--- src/rtl/score_disp_drv.sv ---
// Four-digit multiplexed seven-segment driver for the game score/status outputs.
// Frame-consistent snapshot, leading-zero blanking, level dp, game-over blink and best-score hold.
module score_disp_drv #(
    parameter int SCAN_DIV  = 50000,
    parameter int BLINK_DIV = 12500000
) (
    input  logic       clk,
    input  logic       clr_n,
    input  logic [3:0] num3_disp,
    input  logic [3:0] num2_disp,
    input  logic [3:0] num1_disp,
    input  logic [3:0] num0_disp,
    input  logic [2:0] game_state,
    input  logic [1:0] level,
    input  logic       show_best,
    output logic [3:0] an,
    output logic [6:0] seg,
    output logic       dp
);
    localparam int SCAN_W  = (SCAN_DIV  > 1) ? $clog2(SCAN_DIV)  : 1;
    localparam int BLINK_W = (BLINK_DIV > 1) ? $clog2(BLINK_DIV) : 1;

    function automatic logic [6:0] bcd_to_seg(input logic [3:0] v);
        logic [6:0] s;
        case (v)
            4'd0:    s = 7'b1000000;
            4'd1:    s = 7'b1111001;
            4'd2:    s = 7'b0100100;
            4'd3:    s = 7'b0110000;
            4'd4:    s = 7'b0011001;
            4'd5:    s = 7'b0010010;
            4'd6:    s = 7'b0000010;
            4'd7:    s = 7'b1111000;
            4'd8:    s = 7'b0000000;
            4'd9:    s = 7'b0010000;
            default: s = 7'h7F;
        endcase
        return s;
    endfunction

    logic               sb_meta_reg, sb_sync_reg;
    logic [SCAN_W-1:0]  scan_cnt_reg;
    logic [1:0]         idx_reg;
    logic [15:0]        snap_reg, best_reg;
    logic               blink_ph_reg;
    logic [BLINK_W-1:0] blink_cnt_reg;
    logic [1:0]         prev_gs_reg;
    logic [3:0]         an_reg;
    logic [6:0]         seg_reg;
    logic               dp_reg;

    logic [1:0]  gs;
    logic [15:0] live_score, snap_src;
    logic        go_edge, scan_wrap, frame_wrap, blink_wrap, dp_next;
    logic [6:0]  digit_seg [4];
    logic        unused_gs2;

    assign gs         = game_state[1:0];
    assign unused_gs2 = game_state[2];
    assign live_score = {num3_disp, num2_disp, num1_disp, num0_disp};
    assign go_edge    = (gs == 2'b10) && (prev_gs_reg != 2'b10);
    assign scan_wrap  = (scan_cnt_reg == SCAN_W'(SCAN_DIV - 1));
    assign frame_wrap = scan_wrap && (idx_reg == 2'd3);
    assign blink_wrap = (blink_cnt_reg == BLINK_W'(BLINK_DIV - 1));
    assign snap_src   = (sb_sync_reg || gs == 2'b00) ? best_reg : live_score;
    assign dp_next    = !(((gs == 2'b01) || (gs == 2'b11)) && (idx_reg == level));

    // A digit is a leading zero when it and every more significant digit are zero.
    genvar gi;
    generate
        for (gi = 0; gi < 4; gi++) begin : g_digit
            logic lead_zero;
            if (gi == 0) begin : g_lsd
                assign lead_zero = 1'b0;
            end else begin : g_upper
                assign lead_zero = (snap_reg[15:4*gi] == '0);
            end
            assign digit_seg[gi] = lead_zero ? 7'h7F : bcd_to_seg(snap_reg[4*gi +: 4]);
        end
    endgenerate

    always_ff @(posedge clk or negedge clr_n) begin
        if (!clr_n) begin
            sb_meta_reg   <= 1'b0;
            sb_sync_reg   <= 1'b0;
            scan_cnt_reg  <= '0;
            idx_reg       <= 2'd0;
            snap_reg      <= 16'h0000;
            best_reg      <= 16'h0000;
            blink_ph_reg  <= 1'b0;
            blink_cnt_reg <= '0;
            prev_gs_reg   <= 2'b00;
            an_reg        <= 4'b1111;
            seg_reg       <= 7'h7F;
            dp_reg        <= 1'b1;
        end else begin
            sb_meta_reg <= show_best;
            sb_sync_reg <= sb_meta_reg;
            prev_gs_reg <= gs;

            if (scan_wrap) begin
                scan_cnt_reg <= '0;
                idx_reg      <= idx_reg + 2'd1;
            end else begin
                scan_cnt_reg <= scan_cnt_reg + 1'b1;
            end

            // Snapshot samples the pre-update best, so a same-cycle game-over shows next frame.
            if (frame_wrap)
                snap_reg <= snap_src;
            if (go_edge && (live_score > best_reg))
                best_reg <= live_score;

            if (gs != 2'b10 || go_edge) begin
                blink_cnt_reg <= '0;
                blink_ph_reg  <= 1'b0;
            end else if (blink_wrap) begin
                blink_cnt_reg <= '0;
                blink_ph_reg  <= ~blink_ph_reg;
            end else begin
                blink_cnt_reg <= blink_cnt_reg + 1'b1;
            end

            an_reg  <= blink_ph_reg ? 4'b1111 : ~(4'b0001 << idx_reg);
            seg_reg <= digit_seg[idx_reg];
            dp_reg  <= dp_next;
        end
    end

    assign an  = an_reg;
    assign seg = seg_reg;
    assign dp  = dp_reg;
endmodule
--- config.mk ---
export PLATFORM = sky130hd
export DESIGN_NAME = score_disp_drv
export DESIGN_NICKNAME = d
export VERILOG_FILES = /design/src/rtl/score_disp_drv.sv
export SDC_FILE = /design/constraint.sdc
export NUM_CORES = 1
export LEC_CHECK = 0
export ABC_AREA = 1
export BUFFER_PORTS_ARGS = -buffer_cell sky130_fd_sc_hd__buf_2
export CAP_MARGIN = 20
export CORE_MARGIN = 4
export CORE_UTILIZATION = 51
export DETAILED_ROUTE_END_ITERATION = 7
export PLACE_DENSITY = 0.84
export SETUP_SLACK_MARGIN = 0.3
export SLEW_MARGIN = 30
export SYNTH_ARGS = -nofsm -noshare
export SYNTH_HDL_FRONTEND = slang
export SYNTH_SLANG_ARGS = --single-unit
--- constraint.sdc ---
create_clock -name clk -period 1.6 [get_ports clk]
set_input_delay 0.24 -clock clk [delete_from_list [all_inputs] [get_ports clk]]
set_output_delay 0.24 -clock clk [all_outputs]
set_load 0.02 [all_outputs]
==> flow_summary.toml, run 1 <==
[worst_setup_path]
critPathKind = "reg2reg"
rr_worst_depth = 11
endpoint_kind = "flip-flop"
r2r_slack_ns = -0.22
cp_max_fo = 7
rr_endpoint = "best_reg[3]"
crit_path_start_kind = "flip-flop"
required_ns = 1.88
crit_arrival_ns = 2.10
reg2reg_from = "best_reg[6]"

[yosys]
synth_cell_types = 45
yosysWarnings = 0
synthTopCellsByArea = "dfrtp_1 (35%), nand2_1 (11%), ha_1 (9.2%), dfstp_2 (5.5%), inv_1 (5.0%)"
synthCells = 709
syn_avg_cell_area_sq_um = 8.02
ys_ff_latch = 91
yosysTopAreaCell = "dfrtp_1"
synth_edf_count = 0
synth.net_count = 775
async_reset_ff_share_pct = 100
synth_area_sq_mm = 0.00568
synth-seq-area-share_pct = 40.3
ys.flop_type = "dfrtp_1"
netlist.area_leader.share_pct = 34.8

[finish]
fin_nets = 888
antennaDiodeCount = 0
fill_cells = 638
multi_input_area_sq_mm = 0.00403
area_growth_pct = 42.6
largest_reg_flops = 24
drive_above_1_share_pct = 46.6
final_util_pct = 74.4
seqCellArea_sq_mm = 0.00231

[grt]
antenna_found_initial = 0
grt.overflow.total = 0
grt_max_degree = 38
grt_pass1_wl_um = 22500
grt_use_total_pct = 21.6
grt_pass1_vias = 4980

[sta]
final_max_slew_viol_count = 0
slew_headroom_pct = 74.2
fin_ws_ns = -0.217
hold_viol = 0
fin_crit_sh_pct = 114
fin_setup_tns_ns = -3.06
fmax_ghz = 0.550
fin_crit_ns = 1.82
fin_skew_ns = 0.0104
tightest_slew_ns = 0.382
rsz0062_at_grt = "true"
setup_violations = 23

[die]
start_util_pct = 52.2
die_w_um = 114
pin_count = 36
die_y_um = 114
rows = 38
dieArea_sq_mm = 0.0129
coreArea_sq_mm = 0.0109

[routing]
first_pass_iters = 5
postRouteAntennaNets = 0
drt_iter0_drc = 327
drcViolationCount = 0
routedWlPerCell_um = 16.3
vias = 5314
wl_um = 15800
vias_per_cell = 5.50

[placement]
gp_congestion = 0.951
dp_slack_ns = -0.149
io_buffer_count = 34
hpwl_um = 8650

[power]
irDropWorstVdd_v = 0.00119
p_leak_nw = 3.75
total_power_mw = 6.60
power-per-cell-area_mw_per_mm2 = 814

[clocking]
cts_max_level = 3
clockRootBuffer = "clkbuf_8"
clk_latency_ns = 0.39
cts_tree = "built"
cts.sinks = 91
cts_max_path_buffers = 2
clkSlewWorstSetupHoldPaths_ns = 0.09
cts_made_buffers = 9

[status]
outcome = "complete, but fails checks"
violations = "setup timing"

[min_path]
hold_path.class = "in2reg"
min_from = "game_state[0]"
min_to = "prev_gs_reg[0]"
min_path_cells = 1

[run]
drv_cap = 0
[report_power, final]
group          internal (mW)  switching (mW)  leakage, nW
logic                   1.07            1.33         2.58
clock network          0.692           0.833       0.0879
registers               2.51           0.157         1.08
[how the worst max path moves through the flow]
stage                             from      endpoint  slack [ns]  depth (start not counted)
final                      best_reg[6]   best_reg[3]       -0.22                         11
after global routing       best_reg[6]   best_reg[5]       -0.28                         11
after global placement    best_reg[11]   best_reg[4]       -0.09                         10
after CTS                  best_reg[7]   best_reg[4]        -0.1                         11
after floorplan           best_reg[13]  best_reg[10]        0.06                         12
after detailed placement  best_reg[15]  best_reg[10]       -0.15                         10
[synth_stat cells, types with 9 or more instances]
| library cell | instances |
|---|---|
| nand2_2 | 17 |
| nand4_1 | 9 |
| xor2_1 | 16 |
| ha_1 | 42 |
| dfstp_2 | 12 |
| nand2_1 | 166 |
| dfrtp_1 | 79 |
| inv_1 | 75 |
| nor3_1 | 25 |
| o21ai_0 | 31 |
| nor2_1 | 66 |
| a21oi_1 | 24 |
| o21ai_1 | 11 |
| inv_2 | 11 |
| o21ai_2 | 16 |
| nand3_1 | 47 |
[area by class of cell]
cell class / instances / share of cell area (%)
Clock buffer: 13 / 2.08
Clock inverter: 3 / 0.278
Inverter: 89 / 4.45
Multi-Input combinational cell: 518 / 49.8
Sequential cell: 91 / 28.5
Tap cell: 140 / 2.16
Timing Repair Buffer: 112 / 12.7
Timing Repair inverter: 1 / 0.0926
[metrics by stage]
stage               hold slack (ns)  area, sq um  instances
floorplan                   -0.0556         5740        709
global placement              0.191         6290        898
detailed placement            0.192         6290        898
CTS                          0.0166         7270        945
global route                 0.0207         8100        967
finish                       0.0303         8100        967
[logic make-up (layout without fill, tap and decap cells)]
family	Yosys count	after routing	synth area share (%)
buf+inv	101	218	7.53
flops	91	91	40.3
compound gates	95	95	10.1
fa+ha+maj	42	42	9.25
simple gates	361	362	29.9
xor+xnor	19	19	2.93
[metal layers]
layer	share of wire (%)	global-route usage, %	up-vias
met5	0	0	-
met4	3.3	7.85	0
met3	4.4	4.08	45
met2	54	37.9	178
met1	38	26.5	2570
li1	-	-	2521
[critical path, stage by stage, from the launching register on]
cell and delay, ns:
dfrtp_1 0.40, inv_1 0.08, ha_1 0.32, nand2_4 0.07, nor2_4 0.08, nand4_1 0.14
nor2_4 0.15, nor2_4 0.05, buf_12 0.15, buf_12 0.13, nand3_2 0.06, nand2_1 0.06
[cell usage in the layout (no fill, tap or decap), types with 4 or more instances in the layout]
cell type     n
a21oi_1      22
buf_12       10
buf_2        21
buf_4        56
buf_6        20
clkbuf_8     12
clkinvlp_4    4
dfrtp_1      68
dfrtp_2      11
dfstp_2      12
ha_1         23
ha_2          4
ha_4         15
inv_1        49
inv_2        31
nand2_1     131
nand2_2      20
nand2_4      33
nand3_1      21
nand3_2      24
nand3_4       4
nand4_1       9
nor2_1       39
nor2_2       10
nor2_4       25
nor3_1       10
nor3_2       11
nor3_4       10
o211ai_1      4
o21ai_0      24
o21ai_1      13
o21ai_2      20
xor2_1       11
xor2_2        5
[timing repair]
action,4_1_cts,5_1_grt
endpoints found under the setup margin,81,82
resized for setup,138,147
buffers inserted,26,20
hold buffers,3,0
gates cloned,2,2
hold endpoints to repair,22,0
pin swaps,57,76
(Power assumes the default switching activity.)
==> run 2, diff against run 1 <==
Settings changed: CORE_MARGIN 4 to 5, PLACE_DENSITY 0.84 to 0.81, SLEW_MARGIN 30 to unset.
Clock period 1.6 ns to 2.2 ns, I/O delays scaled along.
==> flow_summary.toml, run 2 (same netlist as run 1, synthesis figures left out) <==
[routing]
postRouteAntennaNets = 0
routedWlPerCell_um = 12.7
vias_per_cell = 5.16
wl_um = 11500
drt_iter0_drc = 219
drcViolationCount = 0
first_pass_iters = 5
vias = 4657

[finish]
largest_reg_flops = 24
antennaDiodeCount = 0
fin_nets = 823
drive_above_1_share_pct = 19.4
final_area_sq_mm = 0.00629
fill_cells = 983
final_cell_mix = "nand2_1 (166), dfrtp_1 (79), inv_1 (75)"
final_common_cell = "nand2_1"
area_growth_pct = 10.6

[status]
outcome = "finished, final reports clean"

[clocking]
cts_max_path_buffers = 2
clkSlewWorstSetupHoldPaths_ns = 0.09
clk_latency_ns = 0.36
cts_tree = "built"
cts_max_level = 3
cts_made_buffers = 9
cts.sinks = 91
clockRootBuffer = "clkbuf_8"

[grt]
grt.overflow.total = 0
grt_max_degree = 47
grt_use_total_pct = 17.8
antenna_found_initial = 0
grt_pass1_wl_um = 19300
grt_pass1_vias = 4347

[worst_setup_path]
path_cells = "inv_1, ha_1, a21oi_1, nand2_1, a21oi_1, nand2_4, buf_4, nand3_1, nand2_1"
cp_max_fo = 10
cp_slowest_cell = "dfrtp_1"
critical_path.top_delay_family = "compound AO/OA/AOI/OAI gates"
crit_path_start_kind = "flip-flop"
path_buf_inv = 2
r2r_slack_ns = 0.45
cp.depth = 9
crit_path_max_incr_delay_ns = 0.36
crit_arrival_ns = 2.00
crit_start = "best_reg[11]"
critPathKind = "reg2reg"
rr_worst_depth = 9
crit_end = "best_reg[2]"
endpoint_kind = "flip-flop"
rr_endpoint = "best_reg[2]"
reg2reg_from = "best_reg[11]"
required_ns = 2.45

[die]
start_util_pct = 52.2
coreArea_sq_mm = 0.0109
die_w_um = 116
pin_count = 36
rows = 38
dieArea_sq_mm = 0.0134
die_y_um = 116

[power]
p_leak_nw = 3.05
irDropWorstVdd_v = 0.000524
power-per-cell-area_mw_per_mm2 = 607

[min_path]
hold_path.class = "in2reg"

[sta]
setup_violations = 0
final_max_slew_viol_count = 0
fin_crit_sh_pct = 79.4
slew_headroom_pct = 69.0
fmax_ghz = 0.572
fin_crit_ns = 1.75
fin_setup_tns_ns = 0
tightest_slew_ns = 0.461
hold_viol = 0
rsz0062_at_grt = "false"
fin_skew_ns = 0.0102

[placement]
hpwl_um = 8250
postPlaceCellArea_sq_mm = 0.00601
gp_congestion = 0.918
io_buffer_count = 34

[run]
drv_cap = 0
-- run 2: through the flow --
stage	power (mW)	cells	setup slack (ns)	hold slack (ns)	utilization [%]
2_1_floorplan	2.58	709	0.625	0.0344	-
3_3_place_gp	2.78	878	0.351	0.264	55.2
3_5_place_dp	2.82	878	0.317	0.267	55.2
4_1_cts	3.85	895	0.306	0.0652	56.8
5_1_grt	4.11	902	0.284	0.0622	57.7
6_report	3.82	902	0.453	0.0753	57.7
-- run 2: worst min path at each step --
stage | cells after the start | to | slack [ns] | from
after floorplan | 0 | best_reg[0] | 0.03 | clr_n
after global placement | 1 | scan_cnt_reg[2] | 0.26 | clr_n
after detailed placement | 1 | scan_cnt_reg[5] | 0.27 | clr_n
after CTS | 1 | sb_meta_reg | 0.07 | show_best
after global routing | 1 | sb_meta_reg | 0.06 | show_best
final | 1 | sb_meta_reg | 0.08 | show_best
-- run 2: layout make-up --
class | count | area (sq um) | area share, %
clock inverter | 6 | 41.3 | 0.657
sequential | 91 | 2290 | 36.5
tap | 140 | 175 | 2.79
inverter | 89 | 335 | 5.33
multi-input combinational | 518 | 3000 | 47.7
clock buffer | 10 | 128 | 2.03
timing repair buffer | 48 | 318 | 5.05
-- run 2: where the power goes --
group          internal (mW)  leakage [nW]  switching (mW)
sequential              1.83          1.10          0.0758
clock                  0.414        0.0904           0.606
combinational          0.334          1.86           0.562
-- run 2: layer usage --
metal  track usage (%)  vias up  routed length, um
li1                  -     2392                  -
met2              29.6       71               5570
met1              23.8     2179               5360
met5                 0        -                  0
met3              3.19       15                405
met4              5.24        0                161
-- run 2: what timing repair did --
| action | in CTS | in global routing |
|---|---|---|
| gates resized for setup | 0 | 3 |
| setup buffers | 0 | 6 |
| hold buffers | 1 | 0 |
| endpoints found under the setup margin | 0 | 37 |
| endpoints found under the hold margin | 15 | 0 |
